[config.mk]
export PLATFORM = sky130hd
export DESIGN_NAME = cfu_simd_mac_pipe
export DESIGN_NICKNAME = d
export VERILOG_FILES = /design/src/rtl/cfu_simd_mac_pipe.sv
export SDC_FILE = /design/constraint.sdc
export NUM_CORES = 2
export LEC_CHECK = 0
export ABC_AREA = 1
export BUFFER_PORTS_ARGS = -buffer_cell sky130_fd_sc_hd__buf_2
export CORE_MARGIN = 10
export CORE_UTILIZATION = 50
export DETAILED_ROUTE_END_ITERATION = 8
export HOLD_SLACK_MARGIN = 0.15
export PLACE_DENSITY = 0.67
export SYNTH_ARGS = -nofsm -noshare
export SYNTH_HDL_FRONTEND = slang
export SYNTH_SLANG_ARGS = --single-unit
[constraint.sdc]
create_clock -name clk -period 11.11 [get_ports clk]
set_clock_uncertainty 0.2 [all_clocks]
set_input_delay 0.5555 -clock clk [delete_from_list [all_inputs] [get_ports clk]]
set_output_delay 0.5555 -clock clk [all_outputs]
set_load 0.01 [all_outputs]
[src/rtl/cfu_simd_mac_pipe.sv]
// -----------------------------------------------------------------------------
// cfu_simd_mac_pipe
//
// Purpose:
//   Custom-function-unit SIMD multiply-accumulate engine. Each CPU command is
//   decoded into an opcode (funct7) and an accumulator index (funct3). MAC
//   commands add the sum of LANES packed signed lane products,
//   (sext(in0 lane) + offset) * sext(in1 lane), into one of NUM_ACC 32-bit
//   wrapping accumulators. Every command travels an in-order LAT-stage
//   pipeline and leaves its response in a RSP_DEPTH-entry FIFO.
//
//   Parameter constraints: LANES*LANE_W == 32, LANE_W < 9, NUM_ACC <= 8,
//   LAT >= 1, RSP_DEPTH >= LAT.
//
// Ports:
//   clk                       clock
//   reset                     asynchronous active-high reset; aborts in-flight
//                             commands, clears accumulators, offset and FIFO
//   cmd_valid / cmd_ready     command handshake
//   cmd_payload_function_id   [9:3] opcode, [2:0] accumulator index
//   cmd_payload_inputs_0      packed activations / SETOFF operand
//   cmd_payload_inputs_1      packed weights
//   rsp_valid / rsp_ready     response handshake (FIFO head)
//   rsp_payload_outputs_0     registered FIFO head data
//
// Handshake semantics (both channels): a transfer happens on a rising clock
// edge where valid && ready are both high. The producer keeps valid and its
// payload stable until the transfer. cmd_ready never depends on cmd_valid,
// and rsp_valid never depends on rsp_ready, so no combinational loop can form.
// -----------------------------------------------------------------------------
module cfu_simd_mac_pipe #(
  parameter int LANES     = 4,
  parameter int LANE_W    = 8,
  parameter int NUM_ACC   = 4,
  parameter int LAT       = 2,
  parameter int RSP_DEPTH = 4
) (
  input  logic        clk,
  input  logic        reset,
  input  logic        cmd_valid,
  output logic        cmd_ready,
  input  logic [9:0]  cmd_payload_function_id,
  input  logic [31:0] cmd_payload_inputs_0,
  input  logic [31:0] cmd_payload_inputs_1,
  output logic        rsp_valid,
  input  logic        rsp_ready,
  output logic [31:0] rsp_payload_outputs_0
);

  localparam int OFF_W  = 9;
  localparam int PROD_W = OFF_W + LANE_W;
  localparam int ACC_IW = (NUM_ACC > 1) ? $clog2(NUM_ACC) : 1;
  localparam int PTR_W  = (RSP_DEPTH > 1) ? $clog2(RSP_DEPTH) : 1;
  localparam int CNT_W  = $clog2(RSP_DEPTH + 1);

  localparam logic [6:0] OP_CLR     = 7'd0;
  localparam logic [6:0] OP_SETOFF  = 7'd1;
  localparam logic [6:0] OP_MAC     = 7'd2;
  localparam logic [6:0] OP_READ    = 7'd3;
  localparam logic [6:0] OP_READCLR = 7'd4;

  // Operation kind carried down the pipe. Index range checking is folded into
  // the decode, so K_NONE covers both unknown opcodes and out-of-range idx.
  typedef enum logic [2:0] {
    K_NONE  = 3'd0,
    K_CLR   = 3'd1,
    K_OFF   = 3'd2,
    K_MAC   = 3'd3,
    K_READ  = 3'd4,
    K_RDCLR = 3'd5
  } kind_t;

  // ---------------------------------------------------------------------------
  // Accept stage: decode, offset update and lane products
  // ---------------------------------------------------------------------------
  logic                    accept;
  logic [6:0]              cmd_op;
  logic [2:0]              cmd_f3;
  logic                    idx_ok;
  kind_t                   acc_kind;
  logic [31:0]             acc_data;
  logic [31:0]             lane_sum;
  logic signed [OFF_W-1:0] offset_q;

  assign accept = cmd_valid && cmd_ready;
  assign cmd_op = cmd_payload_function_id[9:3];
  assign cmd_f3 = cmd_payload_function_id[2:0];
  assign idx_ok = ({29'd0, cmd_f3} < 32'(NUM_ACC));

  always_comb begin
    acc_kind = K_NONE;
    if (cmd_op == OP_SETOFF) begin
      acc_kind = K_OFF;
    end else if (idx_ok) begin
      case (cmd_op)
        OP_CLR:     acc_kind = K_CLR;
        OP_MAC:     acc_kind = K_MAC;
        OP_READ:    acc_kind = K_READ;
        OP_READCLR: acc_kind = K_RDCLR;
        default:    acc_kind = K_NONE;
      endcase
    end
  end

  // Lane arithmetic: the offset-adjusted activation is kept at 9 bits, so each
  // lane product is a 17-bit signed value, sign-extended into the 32-bit sum.
  always_comb begin
    logic signed [LANE_W-1:0] lane_a;
    logic signed [LANE_W-1:0] lane_b;
    logic signed [OFF_W-1:0]  adj_a;
    logic signed [PROD_W-1:0] prod;
    lane_sum = '0;
    for (int i = 0; i < LANES; i++) begin
      lane_a   = cmd_payload_inputs_0[i*LANE_W +: LANE_W];
      lane_b   = cmd_payload_inputs_1[i*LANE_W +: LANE_W];
      adj_a    = OFF_W'(lane_a) + offset_q;
      prod     = PROD_W'(adj_a) * PROD_W'(lane_b);
      lane_sum = lane_sum + 32'(prod);
    end
  end

  // SETOFF carries the previous offset as its response; MAC carries the lane
  // sum. Everything else needs no payload.
  always_comb begin
    case (acc_kind)
      K_OFF:   acc_data = 32'(offset_q);
      K_MAC:   acc_data = lane_sum;
      default: acc_data = '0;
    endcase
  end

  // The offset commits at accept time, so the very next command (for example a
  // MAC issued back-to-back after SETOFF) already sees the new value when its
  // lane products are formed.
  always_ff @(posedge clk or posedge reset) begin
    if (reset) begin
      offset_q <= '0;
    end else if (accept && (cmd_op == OP_SETOFF)) begin
      offset_q <= signed'(cmd_payload_inputs_0[OFF_W-1:0]);
    end
  end

  // ---------------------------------------------------------------------------
  // In-order pipeline, LAT stages; stage LAT-1 is the accumulator/FIFO stage
  // ---------------------------------------------------------------------------
  logic [LAT-1:0]    vld_q;
  kind_t             kind_q [LAT];
  logic [ACC_IW-1:0] idx_q  [LAT];
  logic [31:0]       dat_q  [LAT];

  always_ff @(posedge clk or posedge reset) begin
    if (reset) begin
      vld_q <= '0;
      for (int s = 0; s < LAT; s++) begin
        kind_q[s] <= K_NONE;
        idx_q[s]  <= '0;
        dat_q[s]  <= '0;
      end
    end else begin
      vld_q[0]  <= accept;
      kind_q[0] <= acc_kind;
      idx_q[0]  <= cmd_f3[ACC_IW-1:0];
      dat_q[0]  <= acc_data;
      for (int s = 1; s < LAT; s++) begin
        vld_q[s]  <= vld_q[s-1];
        kind_q[s] <= kind_q[s-1];
        idx_q[s]  <= idx_q[s-1];
        dat_q[s]  <= dat_q[s-1];
      end
    end
  end

  // ---------------------------------------------------------------------------
  // Final stage: read-modify-write of the accumulator and FIFO push. Because
  // every access happens here in program order, dependent commands on the same
  // index need no forwarding.
  // ---------------------------------------------------------------------------
  logic              push;
  logic [31:0]       push_data;
  logic [ACC_IW-1:0] fin_idx;
  kind_t             fin_kind;
  logic [31:0]       fin_dat;
  logic [31:0]       acc_cur;
  logic [31:0]       acc_sum;
  logic              acc_we;
  logic [31:0]       acc_wval;
  logic [31:0]       acc_q [NUM_ACC];

  assign push     = vld_q[LAT-1];
  assign fin_idx  = idx_q[LAT-1];
  assign fin_kind = kind_q[LAT-1];
  assign fin_dat  = dat_q[LAT-1];
  assign acc_cur  = acc_q[fin_idx];
  assign acc_sum  = acc_cur + fin_dat;   // wraps modulo 2^32

  always_comb begin
    acc_we    = 1'b0;
    acc_wval  = '0;
    push_data = '0;
    case (fin_kind)
      K_CLR: begin
        acc_we = 1'b1;
      end
      K_OFF: begin
        push_data = fin_dat;
      end
      K_MAC: begin
        acc_we    = 1'b1;
        acc_wval  = acc_sum;
        push_data = acc_sum;
      end
      K_READ: begin
        push_data = acc_cur;
      end
      K_RDCLR: begin
        acc_we    = 1'b1;
        push_data = acc_cur;
      end
      default: begin
        push_data = '0;
      end
    endcase
  end

  always_ff @(posedge clk or posedge reset) begin
    if (reset) begin
      for (int a = 0; a < NUM_ACC; a++) begin
        acc_q[a] <= '0;
      end
    end else if (push && acc_we) begin
      acc_q[fin_idx] <= acc_wval;
    end
  end

  // ---------------------------------------------------------------------------
  // Issue control: a command is accepted only when a FIFO slot is reserved for
  // it, counting both stored responses and commands still in the pipe.
  // ---------------------------------------------------------------------------
  logic [CNT_W-1:0] inflight;
  logic [CNT_W-1:0] count_q;
  logic [CNT_W-1:0] count_d;

  always_comb begin
    inflight = '0;
    for (int s = 0; s < LAT; s++) begin
      inflight = inflight + CNT_W'(vld_q[s]);
    end
  end

  assign cmd_ready = (({1'b0, inflight} + {1'b0, count_q}) < (CNT_W+1)'(RSP_DEPTH));

  // ---------------------------------------------------------------------------
  // Response FIFO with a registered head
  // ---------------------------------------------------------------------------
  logic [31:0]      mem_q [RSP_DEPTH];
  logic [PTR_W-1:0] wr_ptr_q;
  logic [PTR_W-1:0] wr_ptr_d;
  logic [PTR_W-1:0] rd_ptr_q;
  logic [PTR_W-1:0] rd_ptr_d;
  logic             rsp_valid_q;
  logic             rsp_valid_d;
  logic [31:0]      head_q;
  logic [31:0]      head_d;
  logic             pop;

  function automatic logic [PTR_W-1:0] ptr_inc(input logic [PTR_W-1:0] p);
    return (p == PTR_W'(RSP_DEPTH - 1)) ? '0 : p + PTR_W'(1);
  endfunction

  assign pop = rsp_valid_q && rsp_ready;

  always_comb begin
    wr_ptr_d = push ? ptr_inc(wr_ptr_q) : wr_ptr_q;
    rd_ptr_d = pop  ? ptr_inc(rd_ptr_q) : rd_ptr_q;
    count_d  = count_q;
    if (push && !pop) begin
      count_d = count_q + CNT_W'(1);
    end else if (!push && pop) begin
      count_d = count_q - CNT_W'(1);
    end
    rsp_valid_d = (count_d != '0);
    // The next head is the entry at the next read pointer; if that slot is
    // being written in this same cycle, take the incoming data directly.
    head_d = '0;
    if (count_d != '0) begin
      head_d = (push && (wr_ptr_q == rd_ptr_d)) ? push_data : mem_q[rd_ptr_d];
    end
  end

  always_ff @(posedge clk or posedge reset) begin
    if (reset) begin
      wr_ptr_q    <= '0;
      rd_ptr_q    <= '0;
      count_q     <= '0;
      rsp_valid_q <= 1'b0;
      head_q      <= '0;
    end else begin
      wr_ptr_q    <= wr_ptr_d;
      rd_ptr_q    <= rd_ptr_d;
      count_q     <= count_d;
      rsp_valid_q <= rsp_valid_d;
      head_q      <= head_d;
    end
  end

  // Storage needs no reset: an entry is only observable after it was pushed.
  always_ff @(posedge clk) begin
    if (push) begin
      mem_q[wr_ptr_q] <= push_data;
    end
  end

  assign rsp_valid             = rsp_valid_q;
  assign rsp_payload_outputs_0 = head_q;

endmodule

==> metrics.md <==
| Metric | Value |
|---|---|
| GP Congestion | `0.957` |
| NumNets Final | `4181` |
| Max cap viols | `0` |
| Fin worst setup slack | `2.29 ns` |
| CTS Root Cell | `clkbuf_16` |
| Max Clk Rate | `113 MHz` |
| Fin crit share | `79.4%` |
| Remaining Overflow, GRT | `0` |
| FF+latch count, synth | `357` |
| First-pass GRT wire length | `126000 um` |
| Starting Density | `a little over 50%` |
| Clock-pin slew on the worst setup and hold paths | `~0.070 ns` |
| Drt first pass iters | `6` |
| Worst Tran Pin Value | `between 1 and 1.5 ns` |
| CP max stage delay | `0.80 ns` |
| Most used flip-flop cell after synthesis | `dfrtp_1` |
| Detailed-route wire length per cell | `18.0 um` |
| Design Area, Final | `0.0330 mm^2` |
| Status | `completed` |
| Synthesis Warnings | `0` |
| Syn nets | `around 4100` |
| Initial antenna violation count | `0` |
| Top cell type's share of synthesized area | `a little under a quarter` |
| RSZ-0062 raised after global routing | `false` |
| Max Root-Sink Buffers | `3` |
| Slowest cell on the critical path | `nor2_1` |
| Final Max Slew Viols | `0` |
| Die height | `267 um` |
| Setup crit end kind | `flop` |
| CTS tree | `yes` |
| Row count | `90` |
| Share of cells above drive strength 1 | `7.29%` |
| P&R area growth vs syn | `8.34%` |
| Vias in the first global route | `between 20000 and 25000` |
| Number of diodes | `0` |
| Kind of critical path | `reg2reg` |
| IO Pins | `approximately 110` |
| Critical Path AT | `9.02 ns` |
| Mapped Cells | `3471` |
| Clock latency on the worst-skew pair | `~0.55 ns` |
| DP HPWL | `61700 um` |
| Setup TNS | `0 ns` |
| Resize count post-CTS | `0` |
| Syn_area_per_cell | `8.76 um^2` |
| Placed Cells incl. Taps | `4290` |
| Postcts setup bufs | `0` |
| Synth async-reset ratio | `64.1%` |
| Final Hold Vio Count | `0` |
| H-tree Lvls | `2` |
| CP startpoint kind | `flop` |
| DRC | `0` |
| Total track usage | `22.6%` |
| Mapped Area | `0.0304 mm^2` |
| Post-place setup slack | `2.22 ns` |
| Clock tree sinks | `357` |
| Number of vias per cell | `about 5.2` |
| Via count | `22791` |
| Worst hold path type | `reg2reg` |
| Yosys cell types | `61` |
| Slew margin rel. | `27.9%` |
| Seq/Total Area, Yosys | `31.5%` |
| CORE AREA | `0.0602 mm^2` |
| Iteration-0 DRC Markers | `1428` |
| WP data required | `11.31 ns` |
| Fin crit period | `8.82 ns` |
| Largest net degree at the start of global routing | `112` |
| I/O Buffers | `111` |
| Synth area leaders | `fa_1 (23%), dfrtp_1 (19%), edfxtp_1 (13%)` |
| Yosys top cell by area | `fa_1` |
| Post-synth EDFFs | `around 130` |
| Post-Route WL | `78600 um` |
| Final Non-Filler Cells | `4378` |
| Crit-path most repeated cell | `fa_1` |
| Antenna viol nets, final | `0` |
| Area after DPL | `0.0316 mm^2` |
| Final setup viols | `0` |
| Total CTS buffers | `36` |
| Cts hold-fix bufs | `22` |
| Critical-path maximum fanout | `8` |
| Die Area | `0.0711 mm^2` |
| Die W | `267 um` |
cells by family (layout without fill, tap and decap cells):
group / Yosys count / count (layout) / share of synthesized area [%]
simple gates: 1237 / 1237 / 16.8
buf+inv: 817 / 942 / 10.5
fa+ha+maj: 535 / 535 / 30.7
compound gates: 477 / 477 / 9.03
flops: 357 / 357 / 31.5
xor+xnor: 47 / 47 / 1.40
mux: 1 / 1 / 0.0370
final cells by class:
| class | instances | area (um^2) |
|---|---|---|
| fill | 5591 | 27300 |
| multi-input combinational | 2297 | 17700 |
| sequential | 357 | 9570 |
| inverter | 728 | 2740 |
| tap | 782 | 978 |
| clock buffer | 47 | 962 |
| timing repair buffer | 148 | 888 |
| clock inverter | 19 | 133 |
flip-flops by register name, indices dropped and copies added, names as in the netlist:
| name | count |
|---|---|
| acc_q | 128 |
| count_q | 3 |
| dat_q | 20 |
| fin_dat | 20 |
| fin_idx | 2 |
| fin_kind | 3 |
| idx_q | 2 |
| kind_q | 3 |
| mem_q | 128 |
| offset_q | 9 |
| rd_ptr_q | 2 |
| rsp_payload_outputs_0 | 32 |
| rsp_valid | 1 |
| vld_q | 2 |
| wr_ptr_q | 2 |
cell usage in the layout, fill, tap and decap left out, drive strengths merged, types with 2 or more instances in the layout:
master,count
nand2,689
o21bai,11
nor2,336
a21oi,107
dlygate4sd3,22
a22oi,45
o21a,3
o221ai,4
and2,5
nand4,17
xor2,33
buf,126
clkbuf,47
clkinv,19
o22ai,9
edfxtp,128
nand3,127
o31ai,2
o221a,3
dfrtp,229
ha,181
a31o,5
or2,33
a21o,3
o311ai,3
nand3b,6
nor4,4
nor3,19
o32ai,2
o211ai,29
o21ai,245
clkinvlp,2
a31oi,2
xnor2,14
inv,726
fa,354
per-layer routing:
metal / GRT usage (%) / routed length (um) / vias up
li1: - / - / 10985
met1: 27.3 / 31300 / 11126
met5: 0 / 0 / -
met4: 9.21 / 3490 / 0
met3: 2.59 / 3680 / 139
met2: 40.6 / 40200 / 541
worst max-delay path: cells and delay by family, from the launching register on:
kind,cells,cell delay [ns]
AO/OA/AOI/OAI,2,0.17
adder cells (fa/ha/maj),11,5.19
buffers and inverters,6,0.56
flip-flops,1,0.54
AND/OR/NAND/NOR,10,2.01
worst paths after layout:
| check | slack (ns) | cells after the start | from | to |
|---|---|---|---|---|
| max | 2.29 | 29 | offset_q[0] | dat_q[50] |
| min | 0.14 | 0 | dat_q[39] | fin_dat[7] |
| max reg2reg | 2.29 | 29 | offset_q[0] | dat_q[50] |
| min reg2reg | 0.14 | 0 | dat_q[39] | fin_dat[7] |
| max in group asynchronous | 8.19 | 5 | reset | rsp_payload_outputs_0[21] |
| min in group asynchronous | 0.47 | 3 | reset | fin_idx[1] |
cells in the mapped netlist (3+ instances only):
library cell,n
o211ai_1,29
inv_2,11
and2_1,4
nand4_1,17
a31o_2,5
nand3_1,121
nor3_2,6
o21a_1,3
o21bai_1,10
buf_4,6
a21oi_1,107
nor3_1,13
xor2_1,31
o21ai_0,212
or2_2,23
nand3_2,6
o22ai_1,9
dfrtp_1,229
a22oi_1,45
o221ai_1,4
clkbuf_1,45
buf_6,8
buf_2,29
nand2_1,682
edfxtp_1,128
inv_1,715
nand2_2,6
fa_1,354
nand3b_1,6
nor2_1,331
or2_1,9
ha_1,181
xnor2_1,14
nor4_1,4
a21o_1,3
o21ai_1,30
stage by stage:
| step | util [%] | hold slack (ns) |
|---|---|---|
| after CTS | 54.7 | 0.151 |
| after detailed placement | 52.5 | 0.135 |
| after global placement | 52.5 | 0.131 |
| final | 54.7 | 0.144 |
| after floorplan | - | 0.131 |
| after global routing | 54.7 | 0.155 |
Power is left out: the tool's default activity adds up to more than one toggle a clock period on the data nets, which glitch-free logic cannot reach.
